===== src/rtl/flicker_pkg.sv =====
// Shared types and default sizing for the display flicker controller.
// Holds the FSM state encoding used by flicker_ctrl.
package flicker_pkg;

    localparam int DEFAULT_CNT_W       = 4;
    localparam int DEFAULT_SYNC_STAGES = 2;

    typedef enum logic [1:0] {
        IDLE = 2'd0,
        OFF  = 2'd1,
        ON   = 2'd2
    } state_t;

endpackage


===== src/rtl/edge_sync.sv =====
// Synchronizes an asynchronous level into the clk domain and emits a
// single-cycle pulse on each synchronized rising edge.
module edge_sync #(
    parameter int SYNC_STAGES = 2
) (
    input  logic clk,
    input  logic rst,
    input  logic d_async,
    output logic rise_pulse
);

    localparam int STAGES = (SYNC_STAGES < 2) ? 2 : SYNC_STAGES;

    logic [STAGES-1:0] sync_q;
    logic              prev_q;
    logic [STAGES:0]   arm_q;

    // arm_q fills with ones after reset release so that a level already high
    // at release is absorbed into prev_q instead of being seen as a rise.
    always_ff @(posedge clk or posedge rst) begin
        if (rst) begin
            sync_q <= '0;
            prev_q <= 1'b0;
            arm_q  <= '0;
        end else begin
            sync_q <= {sync_q[STAGES-2:0], d_async};
            prev_q <= sync_q[STAGES-1];
            arm_q  <= {arm_q[STAGES-1:0], 1'b1};
        end
    end

    assign rise_pulse = sync_q[STAGES-1] & ~prev_q & arm_q[STAGES];

endmodule


===== src/rtl/flicker_ctrl.sv =====
// Display flicker controller: blanks and re-shows the display for a
// requested number of OFF/ON pairs, paced by rising edges of slow_clk.
module flicker_ctrl
    import flicker_pkg::*;
#(
    parameter int CNT_W       = DEFAULT_CNT_W,
    parameter int SYNC_STAGES = DEFAULT_SYNC_STAGES
) (
    input  logic             clk,
    input  logic             rst,
    input  logic             slow_clk,
    input  logic             start,
    input  logic             abort,
    input  logic [CNT_W-1:0] num_flashes,
    output logic             visible,
    output logic             busy,
    output logic             done
);

    state_t           state_q, state_d;
    logic [CNT_W-1:0] remaining_q, remaining_d;
    logic             done_d;
    logic             tick;

    edge_sync #(
        .SYNC_STAGES(SYNC_STAGES)
    ) u_edge_sync (
        .clk       (clk),
        .rst       (rst),
        .d_async   (slow_clk),
        .rise_pulse(tick)
    );

    always_ff @(posedge clk or posedge rst) begin
        if (rst) begin
            state_q     <= IDLE;
            remaining_q <= '0;
            visible     <= 1'b1;
            busy        <= 1'b0;
            done        <= 1'b0;
        end else begin
            state_q     <= state_d;
            remaining_q <= remaining_d;
            visible     <= (state_d != OFF);
            busy        <= (state_d != IDLE);
            done        <= done_d;
        end
    end

    // Priority is abort, then start, then tick; a tick arriving with start in
    // IDLE is simply dropped, so the first OFF phase lasts a full period.
    always_comb begin
        state_d     = state_q;
        remaining_d = remaining_q;
        done_d      = 1'b0;
        case (state_q)
            IDLE: begin
                if (!abort && start) begin
                    if (num_flashes != '0) begin
                        remaining_d = num_flashes;
                        state_d     = OFF;
                    end else begin
                        done_d = 1'b1;
                    end
                end
            end
            OFF: begin
                if (abort) begin
                    state_d     = IDLE;
                    remaining_d = '0;
                end else if (tick) begin
                    state_d = ON;
                end
            end
            ON: begin
                if (abort) begin
                    state_d     = IDLE;
                    remaining_d = '0;
                end else if (tick) begin
                    if (remaining_q == CNT_W'(1)) begin
                        state_d     = IDLE;
                        remaining_d = '0;
                        done_d      = 1'b1;
                    end else begin
                        state_d     = OFF;
                        remaining_d = remaining_q - CNT_W'(1);
                    end
                end
            end
            default: begin
                state_d     = IDLE;
                remaining_d = '0;
            end
        endcase
    end

endmodule


===== config.mk =====
export PLATFORM = sky130hd
export DESIGN_NAME = flicker_ctrl
export DESIGN_NICKNAME = d
export VERILOG_FILES = /design/src/rtl/flicker_pkg.sv /design/src/rtl/edge_sync.sv /design/src/rtl/flicker_ctrl.sv
export SDC_FILE = /design/constraint.sdc
export NUM_CORES = 1
export LEC_CHECK = 0
export CORE_MARGIN = 3
export CORE_UTILIZATION = 49
export DETAILED_ROUTE_END_ITERATION = 7
export PLACE_DENSITY = 0.73
export REMOVE_ABC_BUFFERS = 1
export SLEW_MARGIN = 0
export SYNTH_ARGS = -nofsm -noshare
export SYNTH_HDL_FRONTEND = slang
export SYNTH_SLANG_ARGS = --single-unit

===== constraint.sdc =====
create_clock -name clk -period 1.7 [get_ports clk]
set_input_delay 0.255 -clock clk [delete_from_list [all_inputs] [get_ports clk]]
set_output_delay 0.255 -clock clk [all_outputs]
set_load 0.05 [all_outputs]

==> run metrics, run 1 <==
DP HPWL=1010 um; Post-Synth Adder-Cell Area=3.62%; post-synthesis compound-gate area fraction=13.2%; critical path arrival=1.39 ns; wire length per cell=13.7 um; MaxCap Viol Count=0; RSZ-0062 raised after global routing=no; Leakage=0.421 nW; final clock skew=0.00238 ns; simple-gate share of the synthesized area=20.8%; Die Wd=43.5 um; CTS sink count=15; Syn. warnings=0; final instance area=897 um^2; Setup WS pre-CTS=-0.212 ns; commonest non-fill, non-tap cell in the layout=dfrtp_1; initial antenna violation count=0; max-slew violations=0; total core area=0.00122 mm^2; Final Core Density=73.8%; final wirelength=1300 um; most frequent cells in the layout=14 x dfrtp_1, 9 x clkdlybuf4s50_1, 9 x buf_4; final setup margin=0.0567 ns; post-synthesis instance area=691 um^2; internal power=0.595 mW; Layout area overhead=29.9%; sequential power share=51.4%; worst slew pin tran=0.545 ns; Synth Register Bits=15; vias in the first global route=464; clock share of power=22.4%; met2 routed WL=565 um; Diodes inserted=0; I/O pin count=12; total number of H-tree levels=1; R2R depth=4; multiplexer share of the synthesized area=2.90%; Gate power share=26.2%; RR Startpoint=state_q[1]; WL met3=76 um; VDD IR max=1040 uV; Pwr Total=0.848 mW; clk_lat worst skew=0.27 ns; GPL Wtd Cong=0.889; Mean Syn Cell Area=11.5 um^2; first-pass GRT wire length=2150 um; Max Freq=0.609 GHz; fin nets=93; M1 wire length=647 um; Mapped Cells=60; Clock Pin Slew Worst Setup and Hold Paths=0.08 ns; critical path fanouts, max=1; starting density of the core=56.8%; layout cells sized above 1=21.0%; Psw=0.253 mW; final setup fails=0; Die Y=43.5 um; DR DRC count=0; delay of the slowest critical-path stage=0.79 ns; TritonCTS clock tree=yes; DR vias/cell=5.43; Final Hold Vio Count=0; CP Class=flip-flop to primary output; terminus of the critical flop-to-flop path=remaining_q[1]; register area share after synthesis=54.5%; CP Capture Type=primary output; clock root buffer=clkbuf_4; DR iter-0 viols=14; Crit path max-delay family=buffers and inverters; pin count of the biggest net entering global routing=16; Cell Area, Placed=858 um^2; cells along the critical path=clkdlybuf4s50_1; crit path buf inv count=1; Netlist cell types=29; Startpoint Class=flip-flop; period utilisation layout=96.7%; Site Rows=12; Req. time, crit path=1.44 ns; max layer used=met4; gr usage total=15.5%; via count=516; Hold Path Class=input port to async pin; status=complete, no violations; total CTS buffers=3; die area=0.00190 mm^2; R2R Setup Slk=0.16 ns; Clock Tree Buf Depth=2; setup TNS=0 ns; relative slew slack=63.3%; largest family of logic cells by synthesized area=simple AND/OR/NAND/NOR gates; Slowest-stage cell, CP=clkdlybuf4s50_1; final antenna-violating net count=0; number of I/O port buffers=11; Tmin final=1.64 ns; sw frac=29.8%; gr ovfl total=0; pwr/cell area=946 mW/mm^2; drt first pass iters=4; Synth Area in XOR/XNOR=0%; fill count=96
[synthesized netlist by cell type, drive strengths merged]
cell type	number	share of area (%)
nor2b	2	1.8
ha	2	3.6
nand2b	1	0.91
nor3b	2	2.2
or3	1	1.6
o31a	1	1.3
nor4b	1	1.3
inv	6	3.3
conb	1	0.54
a21o	2	2.2
dfrtp	14	51
dfstp	1	3.8
and3b	1	1.3
a211oi	1	1.1
mux2i	2	2.9
nor2	6	6.7
a32oi	1	1.3
a31oi	1	0.91
o21ai	3	2.2
buf	1	1.1
o41ai	2	2.5
nor4	3	2.7
a22oi	1	1.1
nand2	2	1.1
or3b	1	1.3
a21oi	1	0.72
[per-layer routing]
layer / GRT usage [%] / vias up
met5: 0 / -
met4: 3.61 / 0
met3: 7.47 / 2
met2: 22.4 / 19
met1: 20.8 / 241
li1: - / 254
[flip-flops by register name, summed over array words and instances (netlist names)]
name and count:
remaining_q 4, u_edge_sync.arm_q 3, state_q 2, u_edge_sync.sync_q 2
busy 1, done 1, u_edge_sync.prev_q 1, visible 1
[cell type report]
class                   instances  area (um^2)  share of cell area [%]
flip-flops and latches         15          377                    42.0
multi-input cells              38          297                    33.1
repair buffers                 18          158                    17.6
clock buffers                   4         26.3                    2.93
inverters                       6         22.5                    2.51
well taps                      14         17.5                    1.95
[power by group through the flow]
stage / clock network [mW] / registers (mW) / logic (mW)
after CTS: 0.197 / 0.435 / 0.216
after global placement: 0 / 0.439 / 0.212
after detailed placement: 0 / 0.441 / 0.214
final: 0.190 / 0.436 / 0.222
after floorplan: 0 / 0.456 / 0.114
after global routing: 0.215 / 0.445 / 0.245
[timing repair]
item	4_1_cts	5_1_grt
endpoints found under the setup margin	0	3
hold endpoints to repair	0	0
gates resized for setup	0	2
hold buffers	0	0
setup buffers	0	0
[through the flow]
stage,instances,hold WS [ns]
final,95,0.319
after global placement,91,0.332
after CTS,95,0.324
after detailed placement,91,0.335
after global routing,95,0.366
after floorplan,59,0.156
[kinds of logic (layout without fill, tap and decap cells)]
logic type               after synthesis  after routing
AO/OA/AOI/OAI                         13             13
flip-flops                            15             15
multiplexers                           2              2
adder cells (fa/ha/maj)                2              2
other                                  1              1
buffers and inverters                  7             28
AND/OR/NAND/NOR                       20             20
[worst max-delay path by stage]
stage / end / cells past startpoint / slack, ns / from
finish: done / 1 / 0.06 / done
floorplan: busy / 6 / 0.18 / remaining_q[1]
CTS: busy / 7 / 0.007 / remaining_q[1]
global placement: busy / 5 / -0.22 / num_flashes[0]
global route: busy / 7 / 0.001 / remaining_q[1]
detailed placement: busy / 5 / -0.21 / num_flashes[0]
No activity file was read; power rests on OpenSTA's default activity.
==> run 2, diff against run 1 <==
--- a/config.mk
+++ b/config.mk
@@ -6,9 +6,10 @@
 export NUM_CORES = 1
 export LEC_CHECK = 0
 export CORE_MARGIN = 3
-export CORE_UTILIZATION = 49
+export CORE_UTILIZATION = 40
+export CTS_CLUSTER_SIZE = 24
 export DETAILED_ROUTE_END_ITERATION = 7
-export PLACE_DENSITY = 0.73
+export PLACE_DENSITY = 0.61
 export REMOVE_ABC_BUFFERS = 1
 export SLEW_MARGIN = 0
 export SYNTH_ARGS = -nofsm -noshare
==> run metrics, run 2 (synthesis results as in run 1) <==
max-slew violations=0 (unchanged); final setup margin=0.0628 ns (+0.00612 ns); Global Route met1 Usage=17.4% (-3.5 points); final std cells w/o fill=96 (+1.1%); commonest non-fill, non-tap cell in the layout=dfrtp_1; final clock skew=0.00130 ns (-0.00108 ns); initial antenna violation count=0 (unchanged); CP Class=input port to flip-flop; VDD IR max=571 uV (-45%); status=complete, no violations; Largest Register=remaining_q; most frequent cells in the layout=14 x dfrtp_1, 9 x buf_4, 8 x clkdlybuf4s50_1; final antenna-violating net count=0 (unchanged); via count=511 (-0.97%); delay of the slowest critical-path stage=0.48 ns (-0.31 ns); Site Rows=14 (+2); total core area=0.00156 mm^2 (+28%); Startpoint Class=input port; number of I/O port buffers=11 (unchanged); period utilisation layout=96.3% (-0.36 points); Final Hold Slack=0.315 ns (-0.00357 ns); Diodes inserted=0 (unchanged); met3 usage=5.64% (-1.8 points); gr ovfl total=0 (unchanged); clk_lat worst skew=0.27 ns (about the same); final instance area=887 um^2 (-1.1%); Reg area=377 um^2 (unchanged); drt first pass iters=4 (unchanged); critical path arrival=1.81 ns (+0.42 ns); GPL Wtd Cong=0.823 (-7.4%); Clock Tree Buf Depth=2 (unchanged); CP Capture Type=flip-flop; gr usage total=13.2% (-2.2 points); Final Hold Vio Count=0 (unchanged); RSZ-0062 raised after global routing=no; Setup WS pre-CTS=-0.225 ns (-0.0126 ns); vias in the first global route=492 (+6.0%); Clock Pin Slew Worst Setup and Hold Paths=0.08 ns (about the same); worst slew pin tran=0.545 ns (+0.000197 ns); number of flip-flops in the largest register=4 (unchanged); Placed Cells incl. Taps=92 (+1.1%); met2 Resource Use GR=20.3% (-2.1 points); relative slew slack=63.6% (+0.28 points); die area=0.00226 mm^2 (+19%); final wirelength=1210 um (-7.2%); Cell Area, Placed=851 um^2 (-0.87%); setup TNS=0 ns (unchanged); pwr/cell area=945 mW/mm^2 (-0.10%); CTS sink count=15 (unchanged); total CTS buffers=3 (unchanged); Die Wd=47.6 um (+9.2%); Hold Path Class=input port to async pin; critical path fanouts, max=4 (+3); Slowest-stage cell, CP=clkdlybuf4s50_1; layout cells sized above 1=22.5% (+1.5 points); GR peak layer=met2; final setup fails=0 (unchanged); fill count=137 (+43%); DP HPWL=943 um (-6.7%); MaxCap Viol Count=0 (unchanged); I/O pin count=12 (unchanged); Multi-input gate area=294 um^2 (-0.84%); Tmin final=1.64 ns (-0.00612 ns); pin count of the biggest net entering global routing=16 (unchanged); fin nets=92 (-1.1%); Regs by FF count=remaining_q: 4 flops, u_edge_sync.arm_q: 3 flops; starting density of the core=44.3% (-12 points); Req. time, crit path=1.87 ns (+0.43 ns); cells along the critical path=clkdlybuf4s50_1 -> nor4_1 -> buf_4 -> o31a_1 -> or3_4 -> a21o_1; Leakage=0.419 nW (-0.56%); wire length per cell=12.6 um (-8.2%); total number of H-tree levels=1 (unchanged); Die Y=47.6 um (+9.2%); TritonCTS clock tree=yes; DR DRC count=0 (unchanged); Max Freq=0.611 GHz (+0.37%); DR vias/cell=5.32 (-2.0%); clock root buffer=clkbuf_4; first-pass GRT wire length=2080 um (-3.2%); DR iter-0 viols=19 (+5); Layout area overhead=28.4%
run 2: cell types whose count changed in the layout (fill, tap and decap cells not counted), sizes merged:
cell,delta
clkdlybuf4s50,-1
run 2: cell type report:
cell class                 count  area share, %
sequential                    15           42.5
multi-input combinational     38           33.1
timing repair buffer          17           16.6
clock buffer                   4           2.96
inverter                       6           2.54
tap                           16           2.26
run 2: worst paths after layout:
| check | from | end | slack, ns | cells after the start |
|---|---|---|---|---|
| worst max register to register | remaining_q[1] | busy | 0.12 | 7 |
| min in group clk | u_edge_sync.arm_q[1] | u_edge_sync.arm_q[2] | 0.35 | 0 |
| worst min register to register | u_edge_sync.arm_q[1] | u_edge_sync.arm_q[2] | 0.35 | 0 |
| max in group asynchronous | rst | visible | 1.02 | 2 |
| worst min-delay path | rst | u_edge_sync.arm_q[0] | 0.32 | 2 |
| worst max-delay path | num_flashes[0] | remaining_q[1] | 0.06 | 6 |
run 2: worst max-delay path: cells and delay by family:
kind | cells | cell delay (ns)
AOI/OAI and AO/OA | 2 | 0.46
buffers and inverters | 2 | 0.61
and+or+nand+nor | 2 | 0.48
run 2: power by group:
| group | internal, mW | switching, mW |
|---|---|---|
| clock network | 0.0910 | 0.101 |
| logic | 0.0981 | 0.115 |
| registers | 0.401 | 0.0322 |
| total | 0.590 | 0.248 |
run 2: routing by layer:
metal  vias up  share of wire, %
met4         0              0.91
met1       245                45
li1        253                 -
met3         2               6.3
met2        11                48
met5         -                 0
run 2: per-stage QoR:
| step | power (mW) | util (%) |
|---|---|---|
| finish | 0.838 | 56.9 |
| global route | 0.899 | 56.9 |
| CTS | 0.851 | 56.6 |
| detailed placement | 0.649 | 54.6 |
| global placement | 0.650 | 54.6 |
| floorplan | 0.570 | - |
run 2: repair_timing:
action                                  in CTS  in global routing
setup buffers                                0                  0
pin swaps                                    0                  0
hold buffers                                 0                  0
resized for setup                            1                  1
endpoints found under the setup margin       1                  1
==> run 3, diff against run 2 <==
--- a/config.mk
+++ b/config.mk
@@ -7,10 +7,13 @@
 export LEC_CHECK = 0
 export CORE_MARGIN = 3
 export CORE_UTILIZATION = 40
+export CTS_CLUSTER_DIAMETER = 100
 export CTS_CLUSTER_SIZE = 24
 export DETAILED_ROUTE_END_ITERATION = 7
+export GPL_TIMING_DRIVEN = 0
 export PLACE_DENSITY = 0.61
 export REMOVE_ABC_BUFFERS = 1
+export SETUP_SLACK_MARGIN = 0.15
 export SLEW_MARGIN = 0
 export SYNTH_ARGS = -nofsm -noshare
 export SYNTH_HDL_FRONTEND = slang
==> run metrics, run 3 (synthesis results as in run 1) <==
clock share of power=23.4% (+0.5 points); gr ovfl total=0 (unchanged); Clock Pin Slew Worst Setup and Hold Paths=0.09 ns (about the same); Final Core Density=57.4% (+0.48 points); MaxCap Viol Count=0 (unchanged); final clock skew=0.00401 ns (+0.00272 ns); Site Rows=14 (unchanged); RSZ-0062 raised after global routing=no; wire length per cell=13.3 um (+5.9%); CP Class=input port to flip-flop; number of flip-flops in the largest register=4 (unchanged); GPL Wtd Cong=0.885 (+7.5%); internal power=0.580 mW (-1.8%); initial antenna violation count=0 (unchanged); Max Freq=0.657 GHz (+7.5%); total CTS buffers=3 (unchanged); final wirelength=1210 um (+0.41%); gr usage total=14.0% (+0.76 points); drt first pass iters=3 (-1); final instance area=895 um^2 (+0.85%); Leakage=0.451 nW (+7.8%); DR DRC count=0 (unchanged); Placed Cells incl. Taps=86 (-6.5%); final setup fails=0 (unchanged); status=complete, no violations; first-pass GRT wire length=2100 um (+1.3%); vias in the first global route=476 (-3.3%); Tmin final=1.52 ns (-0.115 ns); Setup WS pre-CTS=-0.223 ns (+0.00224 ns); pin count of the biggest net entering global routing=16 (unchanged); most frequent cells in the layout=13 x dfrtp_1, 6 x inv_1, 5 x dlymetal6s2s_1; Pwr Total=0.847 mW (+1.1%); Req. time, crit path=1.88 ns (about the same); Startpoint Class=input port; period utilisation layout=89.5% (-6.8 points); Layout area overhead=29.5%; Largest Register=remaining_q; Clock Tree Buf Depth=2 (unchanged); Gate power share=24.5% (-0.9 points); critical path fanouts, max=4 (unchanged); CP Capture Type=flip-flop; commonest non-fill, non-tap cell in the layout=dfrtp_1; Regs by FF count=remaining_q: 4 flops, u_edge_sync.arm_q: 3 flops; clk_lat worst skew=0.28 ns (about the same); Die Wd=47.6 um (unchanged); fin nets=87 (-5.4%); clock root buffer=clkbuf_4; die area=0.00226 mm^2 (unchanged); Final Hold Slack=0.307 ns (-0.00837 ns); number of I/O port buffers=11 (unchanged); final antenna-violating net count=0 (unchanged); Psw=0.267 mW (+7.9%); worst slew pin tran=0.546 ns (+0.000518 ns); VDD IR max=505 uV (-12%); layout cells sized above 1=22.7% (+0.17 points); sw frac=31.6% (+2.0 points); total number of H-tree levels=1 (unchanged); sequential power share=52.1% (+0.4 points); CTS sink count=15 (unchanged); DR iter-0 viols=2 (-17); Cell Area, Placed=813 um^2 (-4.4%); final std cells w/o fill=91 (-5.2%); Hold Path Class=input port to async pin; R2R Setup Slk=0.24 ns (+0.12 ns); DP HPWL=880 um (-6.7%); relative slew slack=63.6% (about the same); Final Hold Vio Count=0 (unchanged); Die Y=47.6 um (unchanged); DR vias/cell=5.25 (-1.3%); Diodes inserted=0 (unchanged); critical path arrival=1.70 ns (-0.11 ns); I/O pin count=12 (unchanged); final setup margin=0.178 ns (+0.115 ns); max-slew violations=0 (unchanged); via count=478 (-6.5%); total core area=0.00156 mm^2 (unchanged); starting density of the core=44.3% (unchanged); setup TNS=0 ns (unchanged); TritonCTS clock tree=yes; pwr/cell area=947 mW/mm^2 (+0.23%)
-- run 3: cell types whose count changed in the layout (fill, tap and decap cells not counted), sizes merged --
cell           previous run  this run
clkinv                    0         1
buf                       9         1
dlymetal6s2s              0         5
clkdlybuf4s50             8         3
dlygate4sd2               0         2
-- run 3: timing repair --
item,in CTS,in global routing
endpoints found under the setup margin,9,7
hold buffers,0,0
buffers inserted,0,1
gates resized for setup,8,11
pin swaps,2,3
-- run 3: per-layer routing --
layer | track usage (%) | vias up | routed length, um
met5 | 0 | - | 0
met4 | 6.45 | 0 | 25
met3 | 5.64 | 4 | 55
met2 | 21.4 | 9 | 613
met1 | 17.3 | 223 | 517
li1 | - | 242 | -
-- run 3: cell type report --
type	instances	area, um^2
repair buffers	12	123
multi-input cells	38	324
flip-flops and latches	15	378
fillers	143	664
clock inverters	1	5.00
well taps	16	20.0
inverters	6	22.5
clock buffers	3	22.5
-- run 3: power groups by stage --
| stage | Combinational [mW] | Clock, mW | Sequential (mW) |
|---|---|---|---|
| after floorplan | 0.114 | 0 | 0.456 |
| after global placement | 0.194 | 0 | 0.438 |
| after detailed placement | 0.197 | 0 | 0.438 |
| after CTS | 0.200 | 0.211 | 0.434 |
| after global routing | 0.229 | 0.230 | 0.449 |
| final | 0.207 | 0.198 | 0.442 |
-- run 3: final timing paths --
path | startpoint | end | cells after the start
setup / recovery | start | remaining_q[1] | 5
hold / removal | rst | u_edge_sync.sync_q[0] | 2
setup reg to reg | state_q[1] | remaining_q[1] | 4
hold reg to reg | u_edge_sync.arm_q[1] | u_edge_sync.arm_q[2] | 0
max in group asynchronous | rst | state_q[1] | 2
min in group clk | num_flashes[3] | done | 4
-- run 3: critical path, cell delays in order --
cell and delay (ns):
clkdlybuf4s50_1 0.47, inv_1 0.04, o31a_1 0.31, or3_4 0.43, a21o_1 0.19
